**src/rtl/pixel_proc_pkg.sv**
```systemverilog
// pixel_proc_pkg
// Shared definitions for the streaming pixel processor: mode encodings,
// the pixel type, the convolution accumulator width and a MAC helper.
// No ports (package).

package pixel_proc_pkg;

    localparam logic [1:0] MODE_BYPASS = 2'b00;
    localparam logic [1:0] MODE_INVERT = 2'b01;
    localparam logic [1:0] MODE_CONV   = 2'b10;
    localparam logic [1:0] MODE_RSVD   = 2'b11;

    typedef logic [7:0] pixel_t;

    // Nine 8x8 products peak at 9*255*255 = 585225, which fits in 20 bits.
    localparam int SUM_W = 20;

    localparam pixel_t PIX_MAX = 8'hFF;

    // One coefficient*pixel product, widened to the accumulator width so the
    // adder tree never truncates.
    function automatic logic [SUM_W-1:0] mac_term(input pixel_t coef, input pixel_t pix);
        return SUM_W'(coef) * SUM_W'(pix);
    endfunction

endpackage

```
**src/rtl/pixel_line_buffer.sv**
```systemverilog
// pixel_line_buffer
// IMG_WIDTH-deep, 8-bit delay line. Every enabled clock shifts one pixel in,
// so dout is the pixel that entered exactly IMG_WIDTH shifts ago, i.e. the
// same column of the previous line when shifted once per accepted pixel.
// Contents are not reset; stale data is never used before it is refilled.
// Ports:
//   clk       processing clock
//   shift_en  advance the delay line by one pixel
//   din       pixel entering the line
//   dout      pixel leaving the line (IMG_WIDTH shifts old)

module pixel_line_buffer
    import pixel_proc_pkg::*;
#(
    parameter int IMG_WIDTH = 32
) (
    input  logic   clk,
    input  logic   shift_en,
    input  pixel_t din,
    output pixel_t dout
);

    pixel_t taps [IMG_WIDTH];

    // Plain shift chain; taps[IMG_WIDTH-1] is the oldest entry.
    always_ff @(posedge clk) begin
        if (shift_en) begin
            taps[0] <= din;
            for (int i = 1; i < IMG_WIDTH; i++) begin
                taps[i] <= taps[i-1];
            end
        end
    end

    assign dout = taps[IMG_WIDTH-1];

endmodule

```
**src/rtl/pixel_proc_core.sv**
```systemverilog
// pixel_proc_core
// Streaming 8-bit pixel processor: bypass, invert or 3x3 convolution over a
// raster frame, one output pixel per accepted input pixel, 1-cycle latency.
// Optional feature macro: PIX_PROC_THRESHOLD_EN -- when defined, mode 11 is a
// binary threshold (in >= 128 ? 255 : 0); otherwise mode 11 is bypass.
// Ports:
//   clk, rst   processing clock, asynchronous active-high reset
//   pixel_in   input pixel (FWFT FIFO data), valid_in / ready_out handshake
//   mode       00 bypass, 01 invert, 10 convolution, 11 reserved/threshold
//   kernel     nine 8-bit coefficients, [7:0]=top-left .. [71:64]=bottom-right
//   pixel_out  processed pixel, valid_out / ready_in handshake
//   status     high while a frame is in progress

module pixel_proc_core
    import pixel_proc_pkg::*;
#(
    parameter int IMG_WIDTH    = 32,
    parameter int IMG_HEIGHT   = 32,
    parameter int KERNEL_SHIFT = 3
) (
    input  logic        clk,
    input  logic        rst,
    input  pixel_t      pixel_in,
    input  logic        valid_in,
    output logic        ready_out,
    input  logic [1:0]  mode,
    input  logic [71:0] kernel,
    output pixel_t      pixel_out,
    output logic        valid_out,
    input  logic        ready_in,
    output logic        status
);

    localparam int COL_W = (IMG_WIDTH  > 1) ? $clog2(IMG_WIDTH)  : 1;
    localparam int ROW_W = (IMG_HEIGHT > 1) ? $clog2(IMG_HEIGHT) : 1;
    localparam logic [COL_W-1:0] COL_LAST = COL_W'(IMG_WIDTH - 1);
    localparam logic [ROW_W-1:0] ROW_LAST = ROW_W'(IMG_HEIGHT - 1);

    logic [COL_W-1:0] col;
    logic [ROW_W-1:0] row;
    logic             accept;
    logic             last_pixel;
    logic             first_pixel;

    // Line-buffer outputs: same column one and two lines above.
    pixel_t mid_line;
    pixel_t top_line;

    // Two-deep history per window row (d1 = one column left, d2 = two left).
    pixel_t top_d1, top_d2;
    pixel_t mid_d1, mid_d2;
    pixel_t bot_d1, bot_d2;

    pixel_t              win [9];
    logic [SUM_W-1:0]    sum;
    logic [SUM_W-1:0]    shifted;
    logic                window_ok;
    pixel_t              conv_pix;
    pixel_t              result;

    // Single output register, no skid: a new pixel can enter whenever the
    // register is empty or is being drained this cycle.
    assign ready_out   = !valid_out || ready_in;
    assign accept      = valid_in && ready_out;
    assign last_pixel  = (col == COL_LAST) && (row == ROW_LAST);
    assign first_pixel = (col == '0) && (row == '0);

    pixel_line_buffer #(.IMG_WIDTH(IMG_WIDTH)) u_line_mid (
        .clk      (clk),
        .shift_en (accept),
        .din      (pixel_in),
        .dout     (mid_line)
    );

    pixel_line_buffer #(.IMG_WIDTH(IMG_WIDTH)) u_line_top (
        .clk      (clk),
        .shift_en (accept),
        .din      (mid_line),
        .dout     (top_line)
    );

    // Assemble the 3x3 window ending at the current pixel, row-major from the
    // top-left, and run the MAC tree plus shift/saturate.
    always_comb begin
        win[0] = top_d2;
        win[1] = top_d1;
        win[2] = top_line;
        win[3] = mid_d2;
        win[4] = mid_d1;
        win[5] = mid_line;
        win[6] = bot_d2;
        win[7] = bot_d1;
        win[8] = pixel_in;
        sum = '0;
        for (int i = 0; i < 9; i++) begin
            sum = sum + mac_term(kernel[8*i +: 8], win[i]);
        end
        shifted   = sum >> KERNEL_SHIFT;
        window_ok = (row >= ROW_W'(2)) && (col >= COL_W'(2));
        if (!window_ok) begin
            conv_pix = '0;
        end else if (shifted > SUM_W'(PIX_MAX)) begin
            conv_pix = PIX_MAX;
        end else begin
            conv_pix = shifted[7:0];
        end
    end

    // Per-pixel mode select; mode is only meaningful on an accept.
    always_comb begin
        result = pixel_in;
        case (mode)
            MODE_INVERT: result = PIX_MAX - pixel_in;
            MODE_CONV:   result = conv_pix;
`ifdef PIX_PROC_THRESHOLD_EN
            MODE_RSVD:   result = (pixel_in >= 8'd128) ? PIX_MAX : '0;
`endif
            default:     result = pixel_in;
        endcase
    end

    // Output register, window history, raster counters and frame status.
    // History and counters advance on every accept regardless of mode so a
    // switch into convolution sees valid neighbours.
    always_ff @(posedge clk or posedge rst) begin
        if (rst) begin
            pixel_out <= '0;
            valid_out <= 1'b0;
            status    <= 1'b0;
            col       <= '0;
            row       <= '0;
            top_d1    <= '0;
            top_d2    <= '0;
            mid_d1    <= '0;
            mid_d2    <= '0;
            bot_d1    <= '0;
            bot_d2    <= '0;
        end else begin
            if (accept) begin
                pixel_out <= result;
                valid_out <= 1'b1;
                top_d1    <= top_line;
                top_d2    <= top_d1;
                mid_d1    <= mid_line;
                mid_d2    <= mid_d1;
                bot_d1    <= pixel_in;
                bot_d2    <= bot_d1;
                if (col == COL_LAST) begin
                    col <= '0;
                    row <= (row == ROW_LAST) ? '0 : row + 1'b1;
                end else begin
                    col <= col + 1'b1;
                end
                if (last_pixel) begin
                    status <= 1'b0;
                end else if (first_pixel) begin
                    status <= 1'b1;
                end
            end else if (ready_in) begin
                valid_out <= 1'b0;
            end
        end
    end

endmodule

```
**config.mk**
```make
export PLATFORM = sky130hd
export DESIGN_NAME = pixel_proc_core
export DESIGN_NICKNAME = d
export VERILOG_FILES = /design/src/rtl/pixel_proc_pkg.sv /design/src/rtl/pixel_line_buffer.sv /design/src/rtl/pixel_proc_core.sv
export SDC_FILE = /design/constraint.sdc
export NUM_CORES = 2
export LEC_CHECK = 0
export BUFFER_PORTS_ARGS = -buffer_cell sky130_fd_sc_hd__buf_2
export CAP_MARGIN = 20
export CELL_PAD_IN_SITES_DETAIL_PLACEMENT = 0
export CELL_PAD_IN_SITES_GLOBAL_PLACEMENT = 1
export CORE_MARGIN = 3
export CORE_UTILIZATION = 45
export DETAILED_ROUTE_END_ITERATION = 7
export PLACE_DENSITY_LB_ADDON = 0.1
export SKIP_LAST_GASP = 1
export SYNTH_ARGS = -nofsm -noshare
export SYNTH_HDL_FRONTEND = slang
export SYNTH_SLANG_ARGS = --single-unit
```
**constraint.sdc**
```tcl
create_clock -name clk -period 22.3 [get_ports clk]
set_input_delay 2.23 -clock clk [delete_from_list [all_inputs] [get_ports clk]]
set_output_delay 2.23 -clock clk [all_outputs]
set_load 0.02 [all_outputs]
```
-- After elaboration in Yosys (flattened, before gate mapping)
Memory sizes are Yosys's and may differ from the RTL's.
Cells that the tools add are included.
- flip-flop bits (word level): 68
- memory bits (writable): 512
- output and inout bits: 11
- word-level logic and storage cells: 63
- memories: 2
- memories (memory ; words ; width ; read ports ; clocked after Yosys merged registers in ; write ports ; RTL line ; RTL):
    u_line_mid.taps ; 32 ; 8 ; 32 ; 0 ; 32 ; pixel_line_buffer.sv:23 ; pixel_t taps [IMG_WIDTH];
    u_line_top.taps ; 32 ; 8 ; 32 ; 0 ; 32 ; pixel_line_buffer.sv:23 ;
- add/sub/neg operators: 11
- $mul: 9
- $lt $le $gt $ge: 3
- equal/unequal tests: 4
- multiplexer cells: 11
- reductions and logical operators: 12
- operators with widths (operator ; count):
    8-bit by 8-bit multiplier with 16-bit output ; 9
    20-bit by 16-bit adder with 20-bit output ; 4
    19-bit by 16-bit adder with 20-bit output ; 1
    18-bit by 16-bit adder with 19-bit output ; 1
    17-bit by 16-bit adder with 18-bit output ; 1
    16-bit by 16-bit adder with 17-bit output ; 1
    17-bit by 8-bit > comparator with 1-bit output, second input constant ; 1
    8-bit 2-to-1 mux ; 2
    8-bit case mux with 2 select lines ; 1
    5-bit by 1-bit adder with 5-bit output, second input constant ; 2
    5-bit == test, second input constant ; 2
    5-bit by 2-bit greater-or-equal comparator with 1-bit output, second input constant ; 2
    5-bit logical NOT ; 2
    5-bit 2-to-1 mux ; 2
    8-bit subtractor, first input constant ; 1
    1-bit 2-to-1 mux ; 6
    1-bit logical AND ; 4
    2-bit AND reduction ; 2
    2-bit nonzero test ; 2
    2-bit by 1-bit == test with 1-bit output, second input constant ; 1
    2-bit == test, second input constant ; 1
    1-bit logical NOT ; 1
    1-bit logical OR ; 1

-- Depth between registers and ports, before layout
- depth in word-level cells: 13
- depth in mapped cells: 31
- gate-level depth less buffers: 29

-- By module
A second synthesis with hierarchy kept.
- cells, all modules: 3076
- area total of the unflattened synthesis: 39044.9 um^2
- by module, submodules not included (module ; times used ; cells each ; area an instance (um^2)):
    pixel_proc_core ; 1 ; 2548 ; 23550.1
    pixel_line_buffer ; 2 ; 264 ; 7747.4

-- Worst setup path before layout
No wires, ideal clock.
- path kind: input to register
- from: in ready_in
- to: mem u_line_mid.taps[0][0] (netlist name), enable pin
- arrival time: 16.966 ns
- data required time: 21.227 ns
- setup slack: 4.261 ns
- stages on the path: 5
- buffers on the path: 2
- cells stage by stage: nand2b_1 nand2_1 inv_1 clkbuf_1 buf_1
- RTL lines (element ; RTL line ; RTL):
    start: declaration ; pixel_proc_core.sv:30 ; input logic ready_in,
    end: declaration ; pixel_line_buffer.sv:23 ;

-- Worst setup path after layout
- from: in kernel[60]
- to: reg pixel_out[7]
- word-level cells in the longest chain between the ends: 7
- ends and longest elaborated chain (element ; RTL line ; RTL):
    start: declaration ; pixel_proc_core.sv:27 ; input logic [71:0] kernel,
    8-bit by 8-bit multiplier with 16-bit output * ; pixel_proc_pkg.sv:23 ; return SUM_W'(coef) * SUM_W'(pix);
    20-bit by 16-bit adder with 20-bit output * (2 in a row) ; pixel_proc_core.sv:96 ; sum = sum + mac_term(kernel[8*i +: 8], win[i]);
    17-bit by 8-bit > comparator with 1-bit output ; pixel_proc_core.sv:102 ; end else if (shifted > SUM_W'(PIX_MAX)) begin
    8-bit 2-to-1 mux * ; pixel_proc_core.sv:102 ;
    8-bit 2-to-1 mux * ; pixel_proc_core.sv:100 ; if (!window_ok) begin
    8-bit case mux with 2 select lines * ; pixel_proc_core.sv:112 ; case (mode)
    end signal: assignment ; pixel_proc_core.sv:140 ; pixel_out <= result;
    end: declaration ; pixel_proc_core.sv:28 ; output pixel_t pixel_out,
Mark *: on every way between the ends. The rest lies on a longest branch, timed or not.
A chain may end at the register's enable or synchronous reset.

==> impl_metrics.csv <==
group,metric,value,unit
run_status,status,"finished, final reports clean",
critical_path,cp-end-kind,"flop",
placed_design,place_congestion,0.874,
timing,slew-limit-headroom,0.365,
global_routing,gr-usage-all-layers,0.206,
layout,area_growth,9.31,%
global_routing,overflow,0,
timing,fin_crit,10.14,ns
die,core_area,85500,sq um
die,die_area,90300,sq um
layout,final_cell_mix,"inv_1, fa_1, edfxtp_1, and2_1, nand2_1",
timing,fin_crit_sh,0.455,
clock_tree,clock_path_buffers,3,
layout,fillers,7522,
timing,finalSetupViolCount,0,
hold_path,whs_endpoint,"u_line_mid.taps[1][44]",
timing,setup_tns,0,ns
layout,multi_input_area,19000,sq um
clock_tree,insertion_delay,0.63,ns
clock_tree,cts_resized,0,
yosys,synth_edf_count,512,
timing,report.final.hold_viol_count,0,
clock_tree,cts_max_level,2,
critical_path,ff2ff_setup_slack,13.29,ns
drt,route.detailed.drc,0,
critical_path,start_kind,"input pin",
drt,num_vias,21400,
yosys,yosysSeqAreaShare,0.438,
clock_tree,hold_buffers,0,
yosys,ys_async_sr_fraction,0.117,
critical_path,max_stage_delay,0.74,ns
layout,drive_gt1_frac,0.0643,
critical_path,critPathLaunch,"kernel[60]",
clock_tree,cts_sinks,580,
global_routing,antenna_found_initial,10,
critical_path,cp_common_cell,"fa_1",
die,die_x,300,microns
layout,fin_nets,4084,
global_routing,grt_pass1_vias,23200,
hold_path,hp-start,"u_line_mid.taps[1][36]",
critical_path,r2r_end,"pixel_out[7]",
critical_path,required,22.84,ns
yosys,syn_inst,3081,
clock_tree,cts_tree,"built",
job,maxCapViolCount,0,
global_routing,grt_pass1_wl,140,mm
yosys,yosysUniqueCellTypes,50,
yosys,synth_flop_cell,"edfxtp_1",
die,num_rows,107,
die,die_h,300,microns
die,ioPinCount,97,
yosys,synthTopCellsByArea,"edfxtp_1, fa_1, ha_1",
drt,wirelength,89.1,mm
drt,drt-pass1-iter-count,6,
placed_design,dp_hpwl,70.7,mm
timing,skew,0.0218,ns
critical_path,r2r_cells,26,
clock_tree,clockRootBuffer,"clkbuf_16",
yosys,syn-num-nets,3975,
yosys,yosysTopAreaCell,"edfxtp_1",
drt,drt_iter0_drc,1350,
yosys,ys_ff_latch,580,
drt,drt-wirelength-per-cell,20.3,microns
critical_path,cp_max_fo,8,
timing,rsz0062_at_grt,"no",
timing,fmax,98.6,MHz
clock_tree,cts_made_buffers,59,
yosys,yosysWarnings,0,
clock_tree,path_clk_slew,0.06,ns
yosys,syn_area,39000,sq um
critical_path,arrival,10.68,ns
hold_path,hp-class,"flop to flop",
hold_path,hold_depth,0,
drt,drt.antenna.violating_nets,0,
yosys,synth_top_area_frac,0.394,
drt,routed_via_density,4.88,
timing,worst_pin_slew,0.953,ns
critical_path,worstSetupPathType,"input pin to flop",
timing,drv_slew,0,
layout,final-seq-area,17100,sq um
placed_design,port_buffers,96,
yosys,syn_area_per_cell,12.7,sq um
global_routing,grt_start_max_net_pins,103,
layout,final_common_cell,"inv_1",
clock_tree,post-cts-setup-buffer-count,0,
critical_path,r2r-start,"bot_d1[5]",
die,initial_core_util,0.456,
critical_path,cp_slowest_cell,"xor2_1",
## cell usage after synthesis, types with 3 or more instances
master,n
a211oi_1,3
a21o_1,5
a21oi_1,27
a21oi_2,3
a31oi_1,10
and2_1,372
and3_1,4
buf_1,6
buf_2,5
clkbuf_1,46
dfrtp_1,68
edfxtp_1,512
fa_1,542
ha_1,266
inv_1,710
mux2_2,4
nand2_1,360
nand2b_1,4
nand3_1,6
nand4_1,4
nor2_1,31
nor3_1,15
nor4_1,3
o21a_1,3
o21ai_0,31
or3_1,3
xnor2_1,6
xor2_1,4
## area by class of cell
type,count,share of cell area
multi-input combinational,1734,0.447
sequential,580,0.400
inverter,710,0.0627
clock buffer,76,0.0368
tap,1144,0.0336
timing repair buffer,105,0.0129
clock inverter,30,0.00669
antenna,3,0.000176
## kinds of logic after synthesis
| kind of cell | Yosys count | share of synthesized area |
|---|---|---|
| multiplexers | 5 | 0.00141 |
| flip-flops | 580 | 0.438 |
| AND/OR/NAND/NOR | 814 | 0.106 |
| AO/OA/AOI/OAI | 97 | 0.0152 |
| adder cells (fa/ha/maj) | 808 | 0.363 |
| buffers and inverters | 767 | 0.0740 |
| XOR/XNOR | 10 | 0.00225 |
## sequential cells by signal, summed over array words and instances, names as in the netlist
| name | count |
|---|---|
| u_line_mid.taps | 256 |
| top_d1 | 8 |
| status | 1 |
| mid_d2 | 8 |
| top_d2 | 8 |
| valid_out | 1 |
| col | 5 |
| mid_d1 | 8 |
| bot_d2 | 8 |
| u_line_top.taps | 256 |
| bot_d1 | 8 |
| row | 5 |
| pixel_out | 8 |
## per-stage QoR
stage               setup WS, ns   util  hold slack [ns]  area (sq um)  cells
finish                     12.16  0.498            0.408         42600   4382
global route               11.63  0.498            0.418         42600   4380
CTS                        12.22  0.498            0.414         42600   4379
detailed placement         11.58  0.477            0.405         40800   4273
global placement           11.73  0.477            0.400         40800   4273
floorplan                   4.26      -            0.400         39000   3081
## worst max-delay path: cells and delay by family
family	cells	cell delay [ns]
and+or+nand+nor	4	0.55
buffers and inverters	8	0.56
xor gates and xnor gates	1	0.74
AOI/OAI and AO/OA	3	1.03
adders and majority gates	11	5.55
## metal layers
layer / vias up / track usage / share of wire
li1: 9759 / - / -
met1: 11100 / 0.293 / 0.45
met2: 418 / 0.338 / 0.48
met3: 115 / 0.0311 / 0.042
met4: 8 / 0.0453 / 0.021
met5: - / 0 / 0.00068
## worst max-delay path by stage
stage                                  to  slack (ns)  cells past startpoint
floorplan           u_line_mid.taps[0][0]        4.26                      5
global placement             pixel_out[6]       11.73                     27
detailed placement           pixel_out[7]       11.58                     27
CTS                          pixel_out[7]       12.22                     27
global route                 pixel_out[5]       11.63                     27
finish                       pixel_out[7]       12.16                     27
Power is not shown: default switching activity piles up to over one toggle a cycle in this logic, so the estimate is an artifact.
